==> src/rtl/wb_arbiter_pkg.sv <==
// wb_arbiter_pkg: shared types and helpers for the writeback arbiter.
//   exe_bundle_t : completed execution result; valid iff opid[15].
//   red_bundle_t : redirect bundle; opid[15] = valid, topid = oldest in-flight op.
//   idx_w        : index width helper (never below 1 bit).
//   opid_younger : age test of an op against a redirect, also used by the
//                  execution queues' bubble logic.
package wb_arbiter_pkg;

    typedef struct packed {
        logic [15:0] opid;
        logic [6:0]  prd;
        logic [31:0] data;
    } exe_bundle_t;

    typedef struct packed {
        logic [15:0] opid;
        logic [15:0] topid;
    } red_bundle_t;

    function automatic int unsigned idx_w(int unsigned n);
        return (n > 1) ? $clog2(n) : 1;
    endfunction

    // Ages are distances from topid in a 'bits'-wide window, so the
    // comparison survives opid wrap-around. The +1 is taken inside the
    // window too: the redirecting op itself is never younger than itself.
    function automatic logic opid_younger(red_bundle_t redir, logic [15:0] opid,
                                          int unsigned bits);
        logic [15:0] mask;
        logic [15:0] d_e;
        logic [15:0] d_r;
        mask = 16'((32'd1 << bits) - 32'd1);
        d_e  = (opid - redir.topid) & mask;
        d_r  = (redir.opid - redir.topid + 16'd1) & mask;
        return redir.opid[15] & opid[15] & (d_e >= d_r);
    endfunction

endpackage

==> src/rtl/wb_arbiter_if.sv <==
// wb_arbiter_if: bus between the FU output queues / writeback consumers and
// the arbiter.
//   redir    : redirect bundle
//   fu_resp  : FU queue heads [nfu][ewd]
//   fu_claim : claim (pop) strobes back to the FU queues [nfu][ewd]
//   wb_stall : downstream cannot accept writebacks this cycle
//   wb       : registered writeback slots [ewd]
// Modport master is the arbiter side, slave the surrounding pipeline side.
interface wb_arbiter_if #(
    parameter int unsigned ewd = 2,
    parameter int unsigned nfu = 3
) ();
    import wb_arbiter_pkg::*;

    red_bundle_t                       redir;
    exe_bundle_t [nfu-1:0][ewd-1:0]    fu_resp;
    logic        [nfu-1:0][ewd-1:0]    fu_claim;
    logic                              wb_stall;
    exe_bundle_t [ewd-1:0]             wb;

    modport master (
        input  redir, fu_resp, wb_stall,
        output fu_claim, wb
    );

    modport slave (
        output redir, fu_resp, wb_stall,
        input  fu_claim, wb
    );

endinterface

==> src/rtl/wb_arbiter_select.sv <==
// wb_select: combinational round-robin prefix selector.
//   valid_i    : entry valid matrix [nfu][ewd]
//   rr_i       : FU to visit first
//   claim_o    : granted entries; always a contiguous prefix per FU
//   slot_vld_o : writeback slot s receives a grant
//   slot_fu_o  : source FU of slot s
//   slot_idx_o : source entry index of slot s
//   last_fu_o  : FU of the last grant made
//   any_gnt_o  : at least one grant made
module wb_select #(
    parameter int unsigned ewd = 2,
    parameter int unsigned nfu = 3
) (
    input  logic [nfu-1:0][ewd-1:0]                            valid_i,
    input  logic [wb_arbiter_pkg::idx_w(nfu)-1:0]              rr_i,
    output logic [nfu-1:0][ewd-1:0]                            claim_o,
    output logic [ewd-1:0]                                     slot_vld_o,
    output logic [ewd-1:0][wb_arbiter_pkg::idx_w(nfu)-1:0]     slot_fu_o,
    output logic [ewd-1:0][wb_arbiter_pkg::idx_w(ewd)-1:0]     slot_idx_o,
    output logic [wb_arbiter_pkg::idx_w(nfu)-1:0]              last_fu_o,
    output logic                                               any_gnt_o
);
    import wb_arbiter_pkg::*;

    localparam int unsigned FW = idx_w(nfu);
    localparam int unsigned IW = idx_w(ewd);
    localparam int unsigned CW = IW + 1;

    logic [CW-1:0] cnt;
    logic          run;

    // The rotation is done as two static passes (f >= rr, then f < rr) so
    // that every array index stays a loop constant.
    always_comb begin
        claim_o    = '0;
        slot_vld_o = '0;
        slot_fu_o  = '0;
        slot_idx_o = '0;
        last_fu_o  = '0;
        any_gnt_o  = 1'b0;
        cnt        = '0;
        run        = 1'b0;
        for (int unsigned p = 0; p < 2; p++) begin
            for (int unsigned f = 0; f < nfu; f++) begin
                if ((p == 0) == (f >= 32'(rr_i))) begin
                    run = 1'b1;
                    for (int unsigned i = 0; i < ewd; i++) begin
                        if (run && valid_i[f][i] && (cnt < CW'(ewd))) begin
                            claim_o[f][i] = 1'b1;
                            for (int unsigned s = 0; s < ewd; s++) begin
                                if (cnt == CW'(s)) begin
                                    slot_vld_o[s] = 1'b1;
                                    slot_fu_o[s]  = FW'(f);
                                    slot_idx_o[s] = IW'(i);
                                end
                            end
                            last_fu_o = FW'(f);
                            any_gnt_o = 1'b1;
                            cnt       = cnt + CW'(1);
                        end else begin
                            run = 1'b0;
                        end
                    end
                end
            end
        end
    end

endmodule

==> src/rtl/wb_arbiter.sv <==
// wb_arbiter: claims up to ewd completed results per cycle from nfu FU output
// queues in round-robin FU order and registers them into ewd writeback slots.
// Results younger than an active redirect are consumed but written back with
// opid = 0.
//   clk, rst    : clock, asynchronous active-high reset
//   bus         : wb_arbiter_if master (redir, fu_resp, fu_claim, wb_stall, wb)
//   perf_starve : (WB_PERF_EN) cycles with full grants and leftover valid work
//   perf_squash : (WB_PERF_EN) number of squashed grants
// Build macro WB_PERF_EN adds the saturating performance counters.
module wb_arbiter #(
    parameter int unsigned ewd  = 2,
    parameter int unsigned nfu  = 3,
    parameter int unsigned opsz = 64
) (
    input  logic          clk,
    input  logic          rst,
    wb_arbiter_if.master  bus
`ifdef WB_PERF_EN
    ,
    output logic [31:0]   perf_starve,
    output logic [31:0]   perf_squash
`endif
);
    import wb_arbiter_pkg::*;

    localparam int unsigned FW = idx_w(nfu);
    localparam int unsigned IW = idx_w(ewd);
    localparam int unsigned OB = $clog2(opsz);

    logic        [nfu-1:0][ewd-1:0] vld;
    logic        [nfu-1:0][ewd-1:0] claim;
    logic        [ewd-1:0]          slot_vld;
    logic        [ewd-1:0][FW-1:0]  slot_fu;
    logic        [ewd-1:0][IW-1:0]  slot_idx;
    logic        [FW-1:0]           last_fu;
    logic                           any_gnt;
    logic        [ewd-1:0]          sq;
    exe_bundle_t [ewd-1:0]          wb_q, wb_d;
    logic        [FW-1:0]           rr_q, rr_d;

    always_comb begin
        vld = '0;
        for (int unsigned f = 0; f < nfu; f++) begin
            for (int unsigned i = 0; i < ewd; i++) begin
                vld[f][i] = bus.fu_resp[f][i].opid[15];
            end
        end
    end

    wb_select #(
        .ewd (ewd),
        .nfu (nfu)
    ) u_sel (
        .valid_i    (vld),
        .rr_i       (rr_q),
        .claim_o    (claim),
        .slot_vld_o (slot_vld),
        .slot_fu_o  (slot_fu),
        .slot_idx_o (slot_idx),
        .last_fu_o  (last_fu),
        .any_gnt_o  (any_gnt)
    );

    always_comb begin
        bus.fu_claim = bus.wb_stall ? '0 : claim;
        bus.wb       = wb_q;
    end

    always_comb begin
        wb_d = wb_q;
        sq   = '0;
        rr_d = rr_q;
        if (bus.wb_stall) begin
            // Held slots stay in place; younger ones are only invalidated.
            for (int unsigned s = 0; s < ewd; s++) begin
                if (opid_younger(bus.redir, wb_q[s].opid, OB)) begin
                    wb_d[s].opid = '0;
                end
            end
        end else begin
            for (int unsigned s = 0; s < ewd; s++) begin
                wb_d[s] = '0;
                if (slot_vld[s]) begin
                    wb_d[s] = bus.fu_resp[slot_fu[s]][slot_idx[s]];
                    if (opid_younger(bus.redir, wb_d[s].opid, OB)) begin
                        wb_d[s].opid = '0;
                        sq[s]        = 1'b1;
                    end
                end
            end
            if (any_gnt) begin
                rr_d = (last_fu == FW'(nfu - 1)) ? '0 : last_fu + FW'(1);
            end
        end
    end

    always_ff @(posedge clk or posedge rst) begin
        if (rst) begin
            wb_q <= '0;
            rr_q <= '0;
        end else begin
            wb_q <= wb_d;
            rr_q <= rr_d;
        end
    end

`ifdef WB_PERF_EN
    logic [31:0] starve_q, starve_d;
    logic [31:0] squash_q, squash_d;
    logic [32:0] squash_sum;

    always_comb begin
        starve_d   = starve_q;
        squash_sum = {1'b0, squash_q} + 33'($countones(sq));
        squash_d   = squash_sum[32] ? '1 : squash_sum[31:0];
        if (!bus.wb_stall && (&slot_vld) && (|(vld & ~claim)) && (starve_q != '1)) begin
            starve_d = starve_q + 32'd1;
        end
    end

    always_ff @(posedge clk or posedge rst) begin
        if (rst) begin
            starve_q <= '0;
            squash_q <= '0;
        end else begin
            starve_q <= starve_d;
            squash_q <= squash_d;
        end
    end

    assign perf_starve = starve_q;
    assign perf_squash = squash_q;
`endif

endmodule

==> src/flat_wrapper.sv <==
// flat-port wrapper written by rule: the top's interface ports become plain ports
module wb_arbiter_flat import wb_arbiter_pkg::*;
#(
    parameter int unsigned ewd  = 2,
    parameter int unsigned nfu  = 3,
    parameter int unsigned opsz = 64
)
  (clk, rst, bus_redir, bus_fu_resp, bus_wb_stall, bus_fu_claim, bus_wb);
  wb_arbiter_if #(.ewd(ewd), .nfu(nfu)) bus_i ();
  input  logic clk;
  input  logic rst;
  input wire logic [$bits(bus_i.redir)-1:0] bus_redir;
  input wire logic [$bits(bus_i.fu_resp)-1:0] bus_fu_resp;
  input wire logic [$bits(bus_i.wb_stall)-1:0] bus_wb_stall;
  output wire logic [$bits(bus_i.fu_claim)-1:0] bus_fu_claim;
  output wire logic [$bits(bus_i.wb)-1:0] bus_wb;
  assign bus_i.redir = bus_redir;
  assign bus_i.fu_resp = bus_fu_resp;
  assign bus_i.wb_stall = bus_wb_stall;
  assign bus_fu_claim = bus_i.fu_claim;
  assign bus_wb = bus_i.wb;
  wb_arbiter #(.ewd(ewd), .nfu(nfu), .opsz(opsz)) u_core (.clk(clk), .rst(rst), .bus(bus_i));
endmodule
==> config.mk <==
export PLATFORM = sky130hd
export DESIGN_NAME = wb_arbiter_flat
export DESIGN_NICKNAME = d
export VERILOG_FILES = /design/src/rtl/wb_arbiter_pkg.sv /design/src/rtl/wb_arbiter_if.sv /design/src/rtl/wb_arbiter_select.sv /design/src/rtl/wb_arbiter.sv /design/src/flat_wrapper.sv
export SDC_FILE = /design/constraint.sdc
export NUM_CORES = 1
export LEC_CHECK = 0
export ABC_AREA = 1
export CORE_AREA = 2 2 188 190
export DETAILED_ROUTE_END_ITERATION = 12
export DIE_AREA = 0 0 190 192
export GPL_ROUTABILITY_DRIVEN = 0
export PLACE_DENSITY = 0.77
export SLEW_MARGIN = 20
export SYNTH_ARGS = -nofsm -noshare
export SYNTH_HDL_FRONTEND = slang
export SYNTH_SLANG_ARGS = --single-unit
==> constraint.sdc <==
create_clock -name clk -period 17.45 [get_ports clk]
set_clock_uncertainty 0.2 [all_clocks]
set_input_delay 5.235 -clock clk [delete_from_list [all_inputs] [get_ports clk]]
set_output_delay 5.235 -clock clk [all_outputs]
set_load 0.005 [all_outputs]
==> results of run 1 <==
-- critical path, delay by kind of cell --
| kind | cells | cell delay (ps) |
|---|---|---|
| adders and majority gates | 7 | 1970 |
| AOI/OAI and AO/OA | 4 | 690 |
| and+or+nand+nor | 21 | 2060 |
| buffers and inverters | 10 | 1360 |
-- what timing repair did --
action / CTS / global route
endpoints found under the setup margin: 2 / 2
pin swaps: 0 / 9
resized for setup: 2 / 13
-- cells in the final DEF (no fill, tap or decap), types with 17 or more instances in the layout --
cell type,n
nand4_1,31
a21oi_1,22
nand2_2,23
inv_1,340
ha_1,71
clkdlybuf4s50_1,456
buf_4,47
dfrtp_1,112
nand3_1,222
nand2_4,48
nand2_1,1286
o21ai_0,116
nand3_2,53
nor2_1,17
-- cells by family after synthesis --
family | share of synthesized area [%]
and+or+nand+nor | 50.4
buffers and inverters | 17.1
adders and majority gates | 6.55
DFF | 18.3
AOI/OAI and AO/OA | 6.44
xor gates and xnor gates | 1.20
-- how the worst max path moves through the flow --
stage / slack [ps] / to / cells past startpoint
2_1_floorplan: 900 / bus_fu_claim[5] / 37
3_3_place_gp: 7 / bus_fu_claim[5] / 43
3_5_place_dp: -140 / bus_fu_claim[5] / 41
4_1_cts: 40 / bus_fu_claim[5] / 41
5_1_grt: 300 / bus_fu_claim[5] / 42
6_report: 700 / bus_fu_claim[5] / 42
-- final cells by class --
| class | instances | area (um^2) |
|---|---|---|
| Tap cell | 455 | 569 |
| Inverter | 360 | 1400 |
| Antenna cell | 3 | 7.51 |
| Clock inverter | 5 | 87.6 |
| Multi-Input combinational cell | 1985 | 9960 |
| Fill cell | 3240 | 14300 |
| Clock buffer | 11 | 253 |
| Sequential cell | 112 | 2800 |
| Timing Repair Buffer | 507 | 4960 |
-- power groups by stage --
stage / Sequential, mW / Combinational [mW] / Clock (mW)
after floorplan: 0.456 / 2.17 / 0
after global placement: 0.470 / 2.88 / 0
after detailed placement: 0.469 / 2.96 / 0
after CTS: 0.467 / 2.98 / 0.256
after global routing: 0.479 / 3.35 / 0.264
final: 0.468 / 3.03 / 0.253
-- per-layer routing --
layer | routed length [um] | vias to the layer above
met4 | 2660 | 0
met1 | 23400 | 8226
met3 | 6590 | 200
met2 | 27900 | 1172
li1 | - | 8712
met5 | 0 | -
-- registers in the layout, summed over array words and instances, names as in the netlist --
| register | flops |
|---|---|
| u_core.bus.wb | 110 |
| u_core.rr_q | 2 |
-- through the flow --
step                      std cells  TNS, ps
after CTS                      3435        0
after global routing           3436        0
after detailed placement       3419     -140
final                          3438        0
after global placement         3419        0
after floorplan                2601        0
==> results.md, run 1 <==
- Dpl ws: -140 ps
- Syn Std Cell Area: around 0.015 mm^2
- Final Hold Vio Count: 0
- Worst r2r src: u_core.rr_q[1]
- P_sw: about 2.1 mW
- Vias per cell: around 5.3
- CP max stage delay: approximately 450 ps
- Rel. slew slack: 29.6%
- Post-synth top flop: dfrtp_1
- CP dominant cell by count: ha_1
- Post-layout util: between 50 and 60%
- Detailed-route DRC error count: 0
- FMAX: approximately 60 MHz
- Vias in the first global route: about 18000
- Clk slew on worst S/H paths: 70 ps
- Die width: about 190 um
- DRT Pass-1 Iters: 5
- Die ar.: between 0.03 and 0.04 mm^2
- Root buffer cell: clkbuf_16
- Synth top area share: a little under a third
- First-pass GRT wire length: about 93 mm
- Hold path endpoint: u_core.bus.wb[2]
- Initial drt markers: ~1600
- Clock power frac: between 6 and 7%
- Startpoint Class: primary input
- Post-Syn Area per Cell: 5.88 um^2
- Internal cell power: 1.64 mW
- Setup Fix Bufs, Post-CTS: 0
- Seq cells post-synth: around 110
- Area grow syn2layout: 31.0%
- CTS tree: built
- Power Dens Cells: around 190 mW/mm^2
- Outcome: finished clean
- R2r endpoint: u_core.bus.wb[106]
- Dominant cell by count in the synthesized netlist: nand2_1
- Post-route ant nets: 0
- Post-synth top cells: nand2_1 (1288), inv_1 (342), nand3_1 (223)
- Fin worst setup slack: between 700 and 800 ps
- Wire per inst: between 15 and 20 um
- Distinct cells, synth: between 50 and 60
- Num ports: between 400 and 500
- Post-layout min period: about 17000 ps
- Final WL: 60.5 mm
- R2R cell count: 60
- Crit-path max FO: 4
- Register area share after synthesis: around 18%
- Vias after detailed routing: about 18000
- Core Box Area: ~0.034 mm^2
- Max Cap Viol: 0
- Antenna violations before repair: 2
- Synth area leaders: nand2_1 (32%), dfrtp_1 (18%), inv_1 (8.4%)
- # nets final: around 3400
- CP arrival: roughly 11000 ps
- Clock Latency Late Sink: ~380 ps
- GRT Util Overall: between 30 and 40%
- DP HPWL: 42.5 mm
- Worst setup path class: in -> out
- R2r setup slk: 6300 ps
- Critical path capture point type: primary output
- Synthesized Nets: 3043
- Number of synthesized flops with an enable pin: 0
- Site row count: 68
- Num CTS Buffers: 9
- Clock Sink Count: roughly 110
- Clk buf depth: 2
- Slowest CP cell: clkdlybuf4s50_1
- Hold Path Stages: 2
- Max-slew violations: 0
- Final Cycle Share: a little over nine tenths
- Warnings from Yosys: 0
- Grt total ovfl: 0
- Endpoints failing setup: 0
- Met3 global-route usage: ~6.6%
- Synth Instances: about 2600
- Async SR Flop Fraction: between 90% and 100%
- Comb power frac: 80.8%
- Die height: about 190 um
- Switching fraction of total power: about 56%
- CP Launch Point: bus_fu_resp[164]
- Largest net degree at the start of global routing: between 90 and 100
- RSZ-0062 raised after global routing: false
- HP Class: reg -> reg
- Ratio of cells with drive above 1 in the final layout: approximately 7.9%
- Grt met2 use: roughly 54%
- Worst VDD drop: 0.000147 V
- Dominant cell type by area after synthesis: nand2_1
- Sequential share of power: between 10% and 20%
- CP required: approximately 12000 ps
- Tot Pwr: between 3 and 4 mW
- Worst hold margin: 279 ps
- Leakage Power: between 10 and 15 nW
- IO Port Bufs: 461
- Min-Delay Startpoint: u_core.bus.wb[2]
- CTS Hold Buffers Added: 0
- GR peak layer: met2
- Htree depth: 3
- Initial core utilization: between 40% and 50%
- Area of all placed cells without fillers: ~0.02 mm^2
- GR Util met1: around two fifths
- Placed Area: ~0.020 mm^2
- Worst slew pin tran: 1060 ps
(Power assumes the default switching activity.)
==> run 2, diff against run 1 <==
--- a/config.mk
+++ b/config.mk
@@ -11,6 +11,7 @@
 export DIE_AREA = 0 0 190 192
 export GPL_ROUTABILITY_DRIVEN = 0
 export PLACE_DENSITY = 0.77
+export SKIP_LAST_GASP = 1
 export SLEW_MARGIN = 20
 export SYNTH_ARGS = -nofsm -noshare
 export SYNTH_HDL_FRONTEND = slang
==> results of run 2 <==
Final layout, timing and power as in run 1 (identical DEF).
